## src/rtl/slice_ctrl_pkg.sv

```systemverilog
// Shared sizing, state encoding and helpers for the slice_ctrl window sequencer.
// Window depth and sample width are fixed here for every user of the slice.
package slice_ctrl_pkg;

  localparam int dwidth_dat   = 8;
  localparam int dwidth_slice = 3;
  localparam int win_w        = dwidth_dat * dwidth_slice;

  // Accept counter saturates at dwidth_slice+1; window fill count tops out at dwidth_slice.
  localparam int n_w   = $clog2(dwidth_slice + 2);
  localparam int cnt_w = $clog2(dwidth_slice + 1);

  typedef enum logic [1:0] {
    ST_CLEAR  = 2'd0,
    ST_ACTIVE = 2'd1,
    ST_FLUSH  = 2'd2
  } state_t;

  function automatic logic [cnt_w-1:0] sat_cnt(input logic [n_w-1:0] v);
    if (v >= n_w'(dwidth_slice)) return cnt_w'(dwidth_slice);
    else return cnt_w'(v);
  endfunction

endpackage

```

## src/rtl/slice_ctrl_slice.sv

```systemverilog
// buffer_slice: hidden stage-0 register feeding a dwidth_slice-deep window shift register.
// wen loads stage 0, pop shifts stage 0 into the window; rst clears both synchronously.
module buffer_slice
  import slice_ctrl_pkg::*;
(
  input  logic                  clk,
  input  logic                  rst,
  input  logic                  wen,
  input  logic                  pop,
  input  logic [dwidth_dat-1:0] wdata,
  output logic [win_w-1:0]      rdata
);

  logic [dwidth_dat-1:0] stage0;
  logic [win_w-1:0]      win;

  // Newest sample lands in the low lane, oldest falls off the top.
  always_ff @(posedge clk) begin
    if (rst) begin
      stage0 <= '0;
      win    <= '0;
    end else begin
      if (wen) stage0 <= wdata;
      if (pop) win <= {win[win_w-dwidth_dat-1:0], stage0};
    end
  end

  assign rdata = win;

endmodule

```

## src/rtl/slice_ctrl.sv

```systemverilog
// slice_ctrl: streams samples into a buffer_slice and emits each full window on a valid/ready port.
// Optional build macro SLICE_CTRL_STRIDE_EN: emit only every STRIDE-th full window of a row.
//
// state     | meaning
// ----------+-------------------------------------------------------------
// ST_CLEAR  | zero the slice and the row counters, then start a new row
// ST_ACTIVE | accept samples; each accept shifts the slice by one
// ST_FLUSH  | push the hidden stage-0 sample into the window (row's last)
module slice_ctrl
  import slice_ctrl_pkg::*;
#(
  parameter int STRIDE = 2
) (
  input  logic                  clk,
  input  logic                  rst_n,
  input  logic                  s_valid,
  output logic                  s_ready,
  input  logic [dwidth_dat-1:0] s_data,
  input  logic                  s_last,
  output logic                  m_valid,
  input  logic                  m_ready,
  output logic [win_w-1:0]      m_data,
  output logic                  m_last
);

  localparam logic [n_w-1:0]   n_max    = n_w'(dwidth_slice + 1);
  localparam logic [cnt_w-1:0] cnt_full = cnt_w'(dwidth_slice);

  state_t           state, state_nxt;
  logic [n_w-1:0]   n_q, n_nxt;
  logic [cnt_w-1:0] cnt_q, cnt_nxt;
  logic             free;
  logic             clr, acc_pop, flush_pop;
  logic             sl_rst, sl_wen, sl_pop;
  logic             stride_hit, emit;
  logic             m_valid_nxt, m_last_nxt;

  // Nothing moves in the slice while an unaccepted window is on the output.
  assign free = !m_valid || m_ready;

  always_comb begin
    state_nxt = state;
    s_ready   = 1'b0;
    sl_rst    = 1'b0;
    sl_wen    = 1'b0;
    sl_pop    = 1'b0;
    clr       = 1'b0;
    acc_pop   = 1'b0;
    flush_pop = 1'b0;
    case (state)
      ST_CLEAR: begin
        if (free) begin
          sl_rst    = 1'b1;
          sl_wen    = 1'b1;
          sl_pop    = 1'b1;
          clr       = 1'b1;
          state_nxt = ST_ACTIVE;
        end
      end
      ST_ACTIVE: begin
        s_ready = free;
        if (s_valid && free) begin
          sl_wen  = 1'b1;
          sl_pop  = 1'b1;
          acc_pop = 1'b1;
          if (s_last) state_nxt = ST_FLUSH;
        end
      end
      ST_FLUSH: begin
        if (free) begin
          sl_pop    = 1'b1;
          flush_pop = 1'b1;
          state_nxt = ST_CLEAR;
        end
      end
      default: state_nxt = ST_CLEAR;
    endcase
  end

  // An accept pop exposes samples n-1..n-N; the flush pop exposes n..n-N+1.
  always_comb begin
    n_nxt   = n_q;
    cnt_nxt = cnt_q;
    if (clr) begin
      n_nxt   = '0;
      cnt_nxt = '0;
    end else if (acc_pop) begin
      n_nxt   = (n_q == n_max) ? n_q : n_q + n_w'(1);
      cnt_nxt = sat_cnt(n_nxt - n_w'(1));
    end else if (flush_pop) begin
      cnt_nxt = sat_cnt(n_q);
    end
  end

`ifdef SLICE_CTRL_STRIDE_EN
  localparam int sw = (STRIDE > 1) ? $clog2(STRIDE) : 1;
  logic [sw-1:0] sidx_q;

  assign stride_hit = (sidx_q == '0);

  always_ff @(posedge clk or negedge rst_n) begin
    if (!rst_n) begin
      sidx_q <= '0;
    end else if (clr) begin
      sidx_q <= '0;
    end else if (acc_pop && cnt_nxt == cnt_full) begin
      sidx_q <= (sidx_q == sw'(STRIDE - 1)) ? '0 : sidx_q + sw'(1);
    end
  end
`else
  assign stride_hit = 1'b1;
`endif

  // The flush window bypasses the stride filter so every row reports its last window.
  always_comb begin
    emit        = (acc_pop && cnt_nxt == cnt_full && stride_hit) ||
                  (flush_pop && cnt_nxt == cnt_full);
    m_valid_nxt = m_valid;
    m_last_nxt  = m_last;
    if (emit) begin
      m_valid_nxt = 1'b1;
      m_last_nxt  = flush_pop;
    end else if (m_ready) begin
      m_valid_nxt = 1'b0;
      m_last_nxt  = 1'b0;
    end
  end

  always_ff @(posedge clk or negedge rst_n) begin
    if (!rst_n) begin
      state   <= ST_CLEAR;
      n_q     <= '0;
      cnt_q   <= '0;
      m_valid <= 1'b0;
      m_last  <= 1'b0;
    end else begin
      state   <= state_nxt;
      n_q     <= n_nxt;
      cnt_q   <= cnt_nxt;
      m_valid <= m_valid_nxt;
      m_last  <= m_last_nxt;
    end
  end

  buffer_slice u_slice (
    .clk   (clk),
    .rst   (sl_rst),
    .wen   (sl_wen),
    .pop   (sl_pop),
    .wdata (s_data),
    .rdata (m_data)
  );

endmodule
```

## config.mk

```make
export PLATFORM = sky130hd
export DESIGN_NAME = slice_ctrl
export DESIGN_NICKNAME = d
export VERILOG_FILES = /design/src/rtl/slice_ctrl_pkg.sv /design/src/rtl/slice_ctrl_slice.sv /design/src/rtl/slice_ctrl.sv
export SDC_FILE = /design/constraint.sdc
export NUM_CORES = 1
export LEC_CHECK = 0
export BUFFER_PORTS_ARGS = -buffer_cell sky130_fd_sc_hd__buf_2
export CORE_MARGIN = 2
export CORE_UTILIZATION = 50
export CTS_CLUSTER_SIZE = 14
export DETAILED_ROUTE_END_ITERATION = 6
export PLACE_DENSITY_LB_ADDON = 0.05
export SLEW_MARGIN = 20
export SYNTH_ARGS = -nofsm -noshare
export SYNTH_HDL_FRONTEND = slang
export SYNTH_SLANG_ARGS = --single-unit
```

## constraint.sdc

```tcl
create_clock -name clk -period 2.2 [get_ports clk]
set_input_delay 0 -clock clk [delete_from_list [all_inputs] [get_ports clk]]
set_output_delay 0 -clock clk [all_outputs]
set_load 0.03 [all_outputs]
```

Yosys cells after proc, flatten, opt, wreduce, memory -nomap -nowiden
Cells that the tools add are included.
{ "classes": {"eq_ne": 8, "add_sub_neg": 2, "n_lt_le_gt_ge": 2, "muxes": 24, "n_reduce_logical": 11} }
{ "op_table": {"columns": ["cell", "count"], "rows": [
  ["2-bit 2-to-1 mux", 9],
  ["1-bit 2-to-1 mux", 9],
  ["3-bit 2-to-1 mux", 3],
  ["2-bit != test, second input constant", 4],
  ["3-bit by 2-bit greater-or-equal comparator with 1-bit output, second input constant", 2],
  ["2-bit one-hot mux with 3 select lines", 1],
  ["2-bit == test, second input constant", 2],
  ["1-bit one-hot mux with 2 select lines", 2],
  ["4-bit AND reduction", 1],
  ["2-bit nonzero test", 2],
  ["3-bit by 1-bit adder with 3-bit output, second input constant", 1],
  ["3-bit == test, second input constant", 1],
  ["1-bit logical AND", 3],
  ["3-bit by 1-bit subtractor with 3-bit output, second input constant", 1],
  ["2-bit by 1-bit == test with 1-bit output, second input constant", 1],
  ["2-bit logical NOT", 1],
  ["1-bit logical OR", 2],
  ["2-bit OR reduction", 1],
  ["1-bit logical NOT", 1]
]} }
{ "word_totals": {"elab_cells": 54, "output_inout_bits": 27, "regBits": 41} }

Logic depth before layout (Yosys ltp)
{ "depth": {"word_depth": 11, "ltp_mapped": 10, "depth_no_buf": 10} }

Cells and area by module
From an unflattened synthesis, not the netlist that was laid out.
{ "hier_totals": {"hier_cells": 164, "hier_area_um2": 1783.0} }
{ "modules_own_cells": {"columns": ["module", "seq_area_each_um2", "cells_per_inst", "instances", "area_per_inst_um2"], "rows": [
  ["buffer_slice", 640.6, 103, 1, 1153.6],
  ["slice_ctrl", 225.2, 61, 1, 629.4]
]} }

Worst setup path before layout
No wires, ideal clock.
{ "synth_path": {"kind": "register to register", "from": "register n_q[0]", "to": "register m_last", "n_path_buf": 0, "stages_incl_launch_ff": 11, "t_required_ns": 2.069, "setup_time_ns": 0.131, "slack_ns": 0.225, "t_arrival_ns": 1.845, "cell_sequence": "dfrtp_1 inv_1 ha_1 nand2_1 xnor2_1 nor2_1 ha_1 inv_1 a32o_2 a211oi_2 o32ai_2"} }
{ "synth_via": {"elab_chain_cells": 11} }
{ "synth_rtl": {"columns": ["element", "line_no", "rtl"], "rows": [
  ["from (decl)", "slice_ctrl.sv:30", "logic [n_w-1:0] n_q, n_nxt;"],
  ["from (signal assigned)", "slice_ctrl.sv:138", "n_q <= n_nxt;"],
  ["3-bit by 1-bit adder with 3-bit output / 3-bit == test (equally long branches)", "slice_ctrl.sv:88", "n_nxt = (n_q == n_max) ? n_q : n_q + n_w'(1);"],
  ["3-bit 2-to-1 mux", "slice_ctrl.sv:88", null],
  ["3-bit by 1-bit subtractor with 3-bit output", "slice_ctrl.sv:89", "cnt_nxt = sat_cnt(n_nxt - n_w'(1));"],
  ["3-bit by 2-bit greater-or-equal comparator with 1-bit output", "slice_ctrl_pkg.sv:20", "if (v >= n_w'(dwidth_slice)) return cnt_w'(dwidth_slice);"],
  ["2-bit 2-to-1 mux", "slice_ctrl_pkg.sv:20", null],
  ["2-bit 2-to-1 mux (*)", "slice_ctrl.sv:87", "end else if (acc_pop) begin"],
  ["2-bit 2-to-1 mux (*)", "slice_ctrl.sv:84", "if (clr) begin"],
  ["2-bit == test (*)", "slice_ctrl.sv:116, slice_ctrl.sv:117", null],
  ["1-bit logical AND (on tied branches)", "slice_ctrl.sv:116, slice_ctrl.sv:117", null],
  ["1-bit logical OR (*)", "slice_ctrl.sv:116", "emit = (acc_pop && cnt_nxt == cnt_full && stride_hit) ||"],
  ["1-bit 2-to-1 mux / 2-bit nonzero test (equally long branches)", null, null],
  ["to (signal assigned)", "slice_ctrl.sv:141", "m_last <= m_last_nxt;"],
  ["to (decl)", "slice_ctrl.sv:23", "output logic m_last"]
]} }
Every way passes the cells marked *; elsewhere a longest branch is shown, timed or not.
A chain may end at the register's enable or synchronous reset.

Final worst setup path
Ends and elaborated chain as after synthesis.

==> metrics.cfg <==
[status]
status=complete, no violations

[synth]
synth_area_leaders=dfxtp_1 (38%), nand2_1 (13%), dfrtp_1 (12%), a21oi_1 (4.8%), o21ai_0 (3.6%)
synthFlopType=dfxtp_1
syn_nets=206
synth-edff-count=0
synth_cell_type_count=35
synth_top_area_frac=0.384
synth_area_per_cell_um2=8.83
yosysWarnings=0
syn-instance-count=189
synthTopCellsByCount=nand2_1 (60), dfxtp_1 (32), a21oi_1 (16), o21ai_0 (12)
synth-async-reset-ratio=0.200
ys_ff_latch=40
synth_most_common_cell=nand2_1
synth_top_cell_by_area=dfxtp_1
synth-seq-area-share=0.504
syn_area_um2=1670

[hold_path]
hold_class=primary input to async pin

[clock_network]
cts_buffer_depth=2
numCtsBuffers=5
root_buffer=clkbuf_4
cts_sinks=40
cts.clk_slew.worst_paths_ns=0.11
cts_tree=built
htree_num_levels=2
clkLatencyLatePin_ns=0.34

[pwr]
ir_drop_uv=719
pwr_density_cell_nw_per_um2=1540
power_leakage_nw=0.927

[floorplanning]
fp.coreArea_um2=3100
dieArea_um2=3820
fp.dieW_um=61.8
ios=40
initial_core_util=0.538
placementRows=20
dieHeight_um=61.8

[run]
drv_cap=0

[worst_setup_path]
cp.required_ns=2.43
cp_slowest_stage_delay_ns=0.44
cp_slowest_cell=dfrtp_2
path_buf_inv=2
critPathCapture=m_last$_DFFE_PN0P_
end_kind=flop
crit_fanout=4
crit_top_cell=ha_1
reg2reg_slack_ns=0.05
critPathLaunch=n_q[0]$_DFFE_PN0P_
ff2ff_path_depth=9
r2r_start=n_q[0]$_DFFE_PN0P_
critical-path-top-delay-family=adder cells
timing.rr.end=m_last$_DFFE_PN0P_
crit_cells=9
worstSetupStartpointType=flop
crit_type=flop to flop
crit_arrival_ns=2.37
crit_chain=buf_4, ha_1, ha_1, nand2_2, ha_4, inv_1, a32o_2, a211oi_2, o32ai_2

[global_route]
antenna_found_initial=0
grt_max_degree=24
grt_pass1_wl_um=5600
grt_usage=0.201
gr-total-overflow=0
grt_pass1_vias=1337

[sta]
maxSlewViolCount=0
post-route-period-util=0.976
skew_ns=0.0136
rsz0062_at_grt=no
setup_tns_ns=0
worstMarginPinSlew_ns=0.591
setup_viol_count_final=0
slew_headroom=0.606
timing.final.ws_setup_ns=0.0536
fmax_mhz=466
hold_viol=0
final.min_clock_period_ns=2.15

[route]
vias=1432
wirelength_um=3460
antenna_left=0
viasPerCell=5.06
drcViolationCount=0
post_drt_wl_per_cell_um=12.2
drtIter0Drc=64
drt_pass1_iterations=4

[placement]
dp_slack_ns=0.0302
gp_congestion=0.785
dp_hpwl_um=2530
numPortBuffers=39

[finish]
utilization=0.666
num-nets-final=256
nFillCells=300
syn2layout_area_growth_pct=23.8
insertedDiodeCount=0
drive_above_1_share=0.280

[stage by stage]
stage	instance area [um^2]	hold WS, ns	instances	total power [mW]
global placement	1870	-0.150	264	2.69
detailed placement	1870	-0.146	264	2.76
finish	2070	0.0150	283	3.19
floorplan	1670	-0.296	189	2.39
global route	2070	0.0272	283	3.44
CTS	2030	0.00781	282	3.12
[layer usage]
layer / up-vias / global-route usage / share of wire
li1: 732 / - / -
met1: 650 / 0.251 / 0.45
met2: 46 / 0.331 / 0.49
met3: 4 / 0.0600 / 0.052
met4: 0 / 0.0699 / 0.010
met5: - / 0 / 0
[kinds of logic after synthesis]
family,count (synthesis),share of synthesized area
flops,40,0.504
compound gates,43,0.162
fa+ha+maj,4,0.0300
buf+inv,15,0.0495
simple gates,84,0.238
mux,1,0.00600
xor+xnor,2,0.0105
[layout by cell type, fill, tap and decap left out, drive strengths merged, types with 3 or more instances in the layout]
cell type	n
dfrtp	8
buf	43
a21oi	16
dfxtp	32
dlygate4sd3	11
a22o	3
nor3	3
inv	4
ha	4
clkbuf	5
nand3	3
nand2	60
nor2	9
o21ai	18
[timing repair]
action / in CTS / in global routing
gates resized for setup: 0 / 5
hold buffers: 11 / 0
buffers inserted: 0 / 1
endpoints found under the hold margin: 18 / 0
endpoints found under the setup margin: 0 / 3
[worst reg2reg max path: cells and delay by family, from the launching register on]
family / cells / cell delay [ns]
AOI/OAI and AO/OA: 3 / 0.56
adders and majority gates: 3 / 0.78
buffers and inverters: 2 / 0.19
DFF: 1 / 0.44
and+or+nand+nor: 1 / 0.08
[area by class of cell]
class | count | area (um^2) | share of cell area
tap | 44 | 55.1 | 0.0267
timing repair buffer | 54 | 335 | 0.162
clock buffer | 5 | 37.5 | 0.0182
sequential | 40 | 842 | 0.408
clock inverter | 2 | 12.5 | 0.00606
inverter | 4 | 15.0 | 0.00727
multi-input combinational | 134 | 768 | 0.372
[flip-flops by register name, summed over array words and instances, names as in the netlist]
name / flops
cnt_q: 1
m_last: 1
m_valid: 1
n_q: 3
state: 2
u_slice.rdata: 24
u_slice.stage0: 8
[worst min-delay path by stage]
stage | start | to | slack (ns) | cells past startpoint
after floorplan | rst_n | cnt_q[1]$_DFF_PN0_ | -0.30 | 0
after global placement | rst_n | n_q[0]$_DFFE_PN0P_ | -0.15 | 1
after detailed placement | rst_n | n_q[2]$_DFFE_PN0P_ | -0.15 | 1
after CTS | rst_n | m_last$_DFFE_PN0P_ | 0.008 | 2
after global routing | rst_n | m_last$_DFFE_PN0P_ | 0.03 | 2
final | rst_n | m_last$_DFFE_PN0P_ | 0.01 | 2
[power breakdown]
group / internal, mW / total (mW) / switching [mW]
Combinational: 0.566 / 1.63 / 1.06
Clock: 0.117 / 0.342 / 0.225
Sequential: 1.02 / 1.22 / 0.192
Power figures use the tool's default switching activity.
